`src/rtl/tag_issuer.sv`:
```
// tag_issuer: hands tags 0..NUM_COL-1 to the PE columns one at a time, waiting for each to lock.
// Optional feature macro TAG_ISSUER_TIMEOUT_EN adds a per-column WAIT timeout with a sticky ERR state.
module tag_issuer #(
    parameter  int NUM_COL     = 4,
    parameter  int TIMEOUT_CYC = 16,
    localparam int TAG_W       = $clog2(NUM_COL)
) (
    input  logic               clk,
    input  logic               rstn,
    input  logic               start,
    input  logic               abort,
    input  logic [NUM_COL-1:0] lock_i,
    output logic [NUM_COL-1:0] flush_o,
    output logic [TAG_W-1:0]   tag_o,
    output logic               busy,
    output logic               done,
    output logic               err
);

    localparam logic [TAG_W-1:0] LAST_IDX = TAG_W'(NUM_COL - 1);

`ifdef TAG_ISSUER_TIMEOUT_EN
    typedef enum logic [2:0] {
        IDLE  = 3'd0,
        ISSUE = 3'd1,
        WAIT  = 3'd2,
        DONE  = 3'd3,
        ERR   = 3'd4
    } state_t;

    localparam int               CNT_W    = $clog2(TIMEOUT_CYC + 1);
    localparam logic [CNT_W-1:0] CNT_LAST = CNT_W'(TIMEOUT_CYC - 1);

    logic [CNT_W-1:0] cnt_r;
    logic [CNT_W-1:0] cnt_s;
    logic             err_r;
`else
    typedef enum logic [1:0] {
        IDLE  = 2'd0,
        ISSUE = 2'd1,
        WAIT  = 2'd2,
        DONE  = 2'd3
    } state_t;
`endif

    state_t             state_r;
    state_t             state_s;
    logic [TAG_W-1:0]   idx_r;
    logic [TAG_W-1:0]   idx_s;
    logic [NUM_COL-1:0] flush_s;
    logic [TAG_W-1:0]   tag_s;
    logic [NUM_COL-1:0] flush_r;
    logic [TAG_W-1:0]   tag_r;
    logic               busy_r;
    logic               done_r;

    // Next-state, column index and timeout counter; abort overrides everything else.
    always_comb begin
        state_s = state_r;
        idx_s   = idx_r;
`ifdef TAG_ISSUER_TIMEOUT_EN
        cnt_s   = cnt_r;
`endif
        if (abort) begin
            state_s = IDLE;
            idx_s   = {TAG_W{1'b0}};
`ifdef TAG_ISSUER_TIMEOUT_EN
            cnt_s   = {CNT_W{1'b0}};
`endif
        end else begin
            case (state_r)
                IDLE: begin
                    if (start) begin
                        state_s = ISSUE;
                        idx_s   = {TAG_W{1'b0}};
                    end else begin
                        state_s = IDLE;
                    end
                end
                ISSUE: begin
                    state_s = WAIT;
`ifdef TAG_ISSUER_TIMEOUT_EN
                    cnt_s   = {CNT_W{1'b0}};
`endif
                end
                WAIT: begin
                    // Only the addressed column's lock bit matters.
                    if (lock_i[idx_r]) begin
                        if (idx_r == LAST_IDX) begin
                            state_s = DONE;
                            idx_s   = {TAG_W{1'b0}};
                        end else begin
                            state_s = ISSUE;
                            idx_s   = idx_r + TAG_W'(1'b1);
                        end
                    end else begin
`ifdef TAG_ISSUER_TIMEOUT_EN
                        if (cnt_r == CNT_LAST) begin
                            state_s = ERR;
                        end else begin
                            cnt_s   = cnt_r + CNT_W'(1'b1);
                        end
`else
                        state_s = WAIT;
`endif
                    end
                end
                DONE: begin
                    state_s = IDLE;
                end
`ifdef TAG_ISSUER_TIMEOUT_EN
                ERR: begin
                    state_s = ERR;
                end
`endif
                default: begin
                    state_s = IDLE;
                    idx_s   = {TAG_W{1'b0}};
                end
            endcase
        end
    end

    // Flush strobe and tag for the state being entered, so they can be registered.
    always_comb begin
        flush_s = {NUM_COL{1'b0}};
        tag_s   = {TAG_W{1'b0}};
        if (state_s == ISSUE) begin
            flush_s = NUM_COL'(1'b1) << idx_s;
            tag_s   = idx_s;
        end else begin
            flush_s = {NUM_COL{1'b0}};
            tag_s   = {TAG_W{1'b0}};
        end
    end

    // State, index and output registers; outputs mirror the registered state.
    always_ff @(posedge clk or negedge rstn) begin
        if (!rstn) begin
            state_r <= IDLE;
            idx_r   <= {TAG_W{1'b0}};
            flush_r <= {NUM_COL{1'b0}};
            tag_r   <= {TAG_W{1'b0}};
            busy_r  <= 1'b0;
            done_r  <= 1'b0;
        end else begin
            state_r <= state_s;
            idx_r   <= idx_s;
            flush_r <= flush_s;
            tag_r   <= tag_s;
            busy_r  <= (state_s != IDLE);
            done_r  <= (state_s == DONE);
        end
    end

`ifdef TAG_ISSUER_TIMEOUT_EN
    // Timeout counter and sticky error flag.
    always_ff @(posedge clk or negedge rstn) begin
        if (!rstn) begin
            cnt_r <= {CNT_W{1'b0}};
            err_r <= 1'b0;
        end else begin
            cnt_r <= cnt_s;
            err_r <= (state_s == ERR);
        end
    end

    assign err = err_r;
`else
    assign err = 1'b0;
`endif

    assign flush_o = flush_r;
    assign tag_o   = tag_r;
    assign busy    = busy_r;
    assign done    = done_r;

endmodule

```
`config.mk`:
```
export PLATFORM = sky130hd
export DESIGN_NAME = tag_issuer
export DESIGN_NICKNAME = d
export VERILOG_FILES = /design/src/rtl/tag_issuer.sv
export SDC_FILE = /design/constraint.sdc
export NUM_CORES = 1
export LEC_CHECK = 0
export BUFFER_PORTS_ARGS = -buffer_cell sky130_fd_sc_hd__clkbuf_2
export CAP_MARGIN = 10
export CORE_AREA = 2 2 39 41
export CTS_BUF_LIST = sky130_fd_sc_hd__clkbuf_2
export DETAILED_ROUTE_END_ITERATION = 10
export DIE_AREA = 0 0 41 43
export MAX_ROUTING_LAYER = met4
export PLACE_DENSITY_LB_ADDON = 0.1
export RECOVER_POWER = 50
export SLEW_MARGIN = 20
export SYNTH_ARGS = -nofsm -noshare
export SYNTH_HDL_FRONTEND = slang
export SYNTH_SLANG_ARGS = --single-unit
```
`constraint.sdc`:
```
create_clock -name clk -period 4.4 [get_ports clk]
set_clock_uncertainty 0.2 [all_clocks]
set_input_delay 0.22 -clock clk [delete_from_list [all_inputs] [get_ports clk]]
set_output_delay 0.22 -clock clk [all_outputs]
set_load 0.1 [all_outputs]
```
# Word-level counts from Yosys, hierarchy flattened
# Index checks and enable logic that the tools add are counted.
# word_totals
wordCells,31
in_bits,8
out_inout_bits,9
ff_bits,12
# classes
addsub,1
magnitude_cmp,1
muxes,14
shift,1
reduce_logical,2
eq_ne,6
# ops
operator,n
2-bit 2-to-1 mux,8
"2-bit == test, second input constant",4
2-bit case mux with 4 select lines,1
"2-bit by 1-bit == test with 1-bit output, second input constant",2
4-bit 2-to-1 mux,1
2-bit case mux with 2 select lines,1
"1-bit by 2-bit << shifter with 4-bit output, first input constant",1
"2-bit by 3-bit < comparator with 1-bit output, second input constant",1
"2-bit by 1-bit adder with 2-bit output, second input constant",1
1-bit binary-select mux with 2-bit select,1
2-bit logical NOT,1
1-bit 2-to-1 mux,2
2-bit nonzero test,1

# Logic depth before layout (Yosys ltp)
# depth
ltp_word,7
ltp_mapped,7

# Worst setup path after synthesis
# OpenSTA, ideal clock, no wires.
# synth_timing
kind,register -> register
startpoint,reg idx_r[0]
endpoint,reg busy_r (netlist: busy)
t_arrival_ns,1.341
setup_ns,0.124
path_stages_with_launch,6
slack_ns,2.735
required_ns,4.076
synth_period_minus_slack_ns,1.665
path_buffers,0
cell_sequence,dfrtp_1 -> mux2_4 -> or2_1 -> a31o_1 -> nand2_1 -> o21ai_1
# synth_between
elab_chain_len,6
elab_cells_between_ends,8
classes_between,1 x eq/ne; 6 x mux; 1 x reduce/logical
# synth_rtl
element,line,rtl
from (decl),48,logic [TAG_W-1:0] idx_r;
from (signal assigned),141,idx_r <= {TAG_W{1'b0}};
from (signal assigned),148,idx_r <= idx_s;
1-bit binary-select mux with 2-bit select or 2-bit == test (tied branches),"88, 89",
1-bit 2-to-1 mux (implied by the code) or 2-bit 2-to-1 mux (tied branches),"88, 89",
2-bit 2-to-1 mux *,88,if (lock_i[idx_r]) begin
2-bit case mux with 4 select lines *,71,case (state_r)
2-bit 2-to-1 mux *,64,if (abort) begin
2-bit nonzero test *,151,busy_r <= (state_s != IDLE);
to (signal assigned),151,
to (decl),54,logic busy_r;
# Mark *: on every way between the ends. The rest lies on a longest branch, timed or not. The select of a mux whose other input is x is not followed.

# Final worst setup path
# layout_timing
startpoint,reg flush_r[1] (netlist: flush_o[1])
endpoint,out flush_o[1]
# layout_lines
element,line,rtl
from (decl),52,logic [NUM_COL-1:0] flush_r;
from (signal assigned),142,flush_r <= {NUM_COL{1'b0}};
from (signal assigned),149,flush_r <= flush_s;
to (decl),13,"output logic [NUM_COL-1:0] flush_o,"
# No word-level cell between the ends.

==> results.sh <==
export IMPL_ys_seq_elements=12
export IMPL_routed_via_density=5.170
export IMPL_clk_latency_ps=240
export IMPL_grt_pass1_vias=420
export IMPL_synthArstFlopShare_pct=100.0
export IMPL_finalMaxSlewViolations=0
export IMPL_dieArea_mm2=0.001763
export IMPL_ir_drop_v=0.00009657
export IMPL_numPortBuffers=15
export IMPL_clk_pin_slew_ps=100
export IMPL_yosysSeqAreaShare_pct=53.10
export IMPL_stdcell_count=88
export IMPL_power_uw=214.1
export IMPL_synthFlopType="dfrtp_1"
export IMPL_fmax_ghz=0.5384
export IMPL_dp_hpwl_um=799.3
export IMPL_routabilityCongestion=0.7331
export IMPL_initial_core_util_pct=40.87
export IMPL_finalWirelength_um=996
export IMPL_synth_edf_count=0
export IMPL_finalHoldViolCount=0
export IMPL_path_max_fanout=1
export IMPL_nNetsFinal=83
export IMPL_synth_area_um2=565.5
export IMPL_synth_fp_nets=62
export IMPL_antenna_found_initial=0
export IMPL_h_tree_depth=1
export IMPL_finalSetupTns_ps=0
export IMPL_grt_pass1_wl_um=1704
export IMPL_overflow=0
export IMPL_layout_area_overhead_vs_synth_pct=20.58
export IMPL_stdcell_area_um2=681.9
export IMPL_root_buffer="clkbuf_2"
export IMPL_synth_top_cell_by_area="dfrtp_1"
export IMPL_crit_buf_inv=1
export IMPL_clockBufferDepth=2
export IMPL_drt_iter0_markers=9
export IMPL_cts_buffers=3
export IMPL_status="finished clean"
export IMPL_power_leakage_uw=0.0003441
export IMPL_core_mm2=0.001384
export IMPL_vias=455
export IMPL_max_stage_delay_ps=860
export IMPL_rsz0062_at_grt="no"
export IMPL_synth_top_area_share_pct=53.10
export IMPL_synth_area_leaders="dfrtp_1, nor2_1, a2bb2oi_4, nor2b_1, mux2_4"
export IMPL_setup_viol=0
export IMPL_diodes=0
export IMPL_cp_data_required_time_ps=3980
export IMPL_detail_route_antenna_nets=0
export IMPL_yosysUniqueCellTypes=27
export IMPL_worst_path_dominant_cell_family="buffers and inverters"
export IMPL_fin_util_pct=49.28
export IMPL_cts_tree="done"
export IMPL_min_path_type="in2reg"
export IMPL_placed_cells=83
export IMPL_cap_violations=0
export IMPL_grt_max_degree=13
export IMPL_synth_warnings=0
export IMPL_drtPass1Iterations=4
export IMPL_die_h_um=43
export IMPL_slew_limit_headroom_pct=22.46
export IMPL_synth_cells=53
export IMPL_cts_resized_gates=0
export IMPL_drive_gt1_share_pct=25.00
export IMPL_path_cells="clkbuf_1"
export IMPL_path_class="reg2out"
export IMPL_pin_count=17
export IMPL_die_width_um=41
export IMPL_std_cell_rows=14
export IMPL_cp_data_arrival_time_ps=1440
export IMPL_endpoint_kind="output pin"
export IMPL_wl_per_cell_um=11.32
export IMPL_cp_start_kind="register"
export IMPL_fin_crit_ps=1857
export IMPL_post_route_drc_count=0
export IMPL_cts_sinks=12
export IMPL_critPathSlowestCell="clkbuf_1"
export IMPL_grt_use_total_pct=15.12
export IMPL_post_dp_cell_area_um2=653.1
export IMPL_worst_pin_slew_ps=1168
export IMPL_avgSynthCellArea_um2=10.67
export IMPL_layout_filler_cells=130
export IMPL_final_period_utilization_pct=42.21
export IMPL_cellPowerDensity_mw_per_mm2=313.9
[tightest hold or removal path, cell delays in order]
cell	delay, ps
clkbuf_2	110
a21o_1	130
a31oi_1	50
[layout make-up]
class | instances | area (um^2) | area share (%)
Clock buffer | 3 | 15.01 | 2.202
Inverter | 3 | 11.26 | 1.651
Multi-Input combinational cell | 37 | 246.5 | 36.15
Sequential cell | 12 | 300.3 | 44.04
Tap cell | 16 | 20.02 | 2.936
Timing Repair Buffer | 17 | 88.84 | 13.03
[Yosys cell counts (2+ instances only)]
cell type  number
o21ai_0         2
nor2_1          9
nor2b_1         3
dfrtp_1        12
nand2b_1        2
a21oi_1         2
inv_1           2
nand2_1         2
[metrics by stage]
stage / setup WS, ps / hold slack, ps
2_1_floorplan: 2735 / -275.6
3_3_place_gp: 2598 / -88.55
3_5_place_dp: 2628 / -85.70
4_1_cts: 2598 / 71.33
5_1_grt: 2460 / 73.79
6_report: 2543 / 106.2
[cell families (layout without fill, tap and decap cells)]
kind of cell	Yosys count	in the layout	synth area share (%)
and+or+nand+nor	22	22	19.47
DFF	12	12	53.10
AOI/OAI and AO/OA	11	11	16.82
buffers and inverters	4	23	3.319
muxes	2	2	4.424
adders and majority gates	1	1	2.212
other	1	1	0.6631
[report_power, final]
part	internal (uW)	total, uW	switching [uW]
logic	12.8	48.2	35.3
registers	114	117	3.24
clock network	18.6	48.7	30.0
[metal layers]
metal | track usage, % | wire length (um)
met1 | 18.79 | 419
met2 | 20.00 | 464
met3 | 3.141 | 92
met4 | 12.67 | 19
met5 | - | 0
[path summary, 6_finish.rpt]
| kind | start | to | slack (ps) | cells after the start |
|---|---|---|---|---|
| worst max-delay path | flush_o[1]$_DFF_PN0_ | flush_o[1] | 2540 | 1 |
| worst min-delay path | start | idx_r[1]$_DFF_PN0_ | 110 | 3 |
| worst max register to register | idx_r[0]$_DFF_PN0_ | flush_o[1]$_DFF_PN0_ | 2620 | 5 |
| worst min register to register | idx_r[0]$_DFF_PN0_ | tag_o[0]$_DFF_PN0_ | 430 | 1 |
| max in group asynchronous | rstn | idx_r[0]$_DFF_PN0_ | 3330 | 2 |
| min in group asynchronous | rstn | tag_o[0]$_DFF_PN0_ | 280 | 2 |
[what timing repair did]
| item | 4_1_cts | 5_1_grt |
|---|---|---|
| hold buffers | 2 | 0 |
| setup buffers | 0 | 0 |
| endpoints found under the hold margin | 13 | 0 |
[placed cells by master, fill, tap and decap left out, drive strengths merged]
| master | netlist | final |
|---|---|---|
| o211ai | 1 | 1 |
| a21oi | 2 | 2 |
| mux2i | 1 | 1 |
| dlygate4sd3 | 0 | 2 |
| mux2 | 1 | 1 |
| o21ai | 3 | 3 |
| ha | 1 | 1 |
| a21o | 1 | 1 |
| conb | 1 | 1 |
| dfrtp | 12 | 12 |
| nor2 | 10 | 10 |
| inv | 3 | 3 |
| nand4 | 1 | 1 |
| nand2 | 2 | 2 |
| nor4 | 1 | 1 |
| clkbuf | 0 | 18 |
| a211o | 1 | 1 |
| nor2b | 3 | 3 |
| a31oi | 1 | 1 |
| a2bb2oi | 1 | 1 |
| nand3b | 1 | 1 |
| nand2b | 2 | 2 |
| a31o | 1 | 1 |
| nand3 | 1 | 1 |
| or2 | 1 | 1 |
[sequential cells by signal, summed over array words and instances (netlist names)]
| register | cells |
|---|---|
| done | 1 |
| tag_o | 2 |
| state_r | 2 |
| flush_o | 4 |
| idx_r | 2 |
| busy | 1 |
Note: power is estimated with default switching activity, not from simulation.
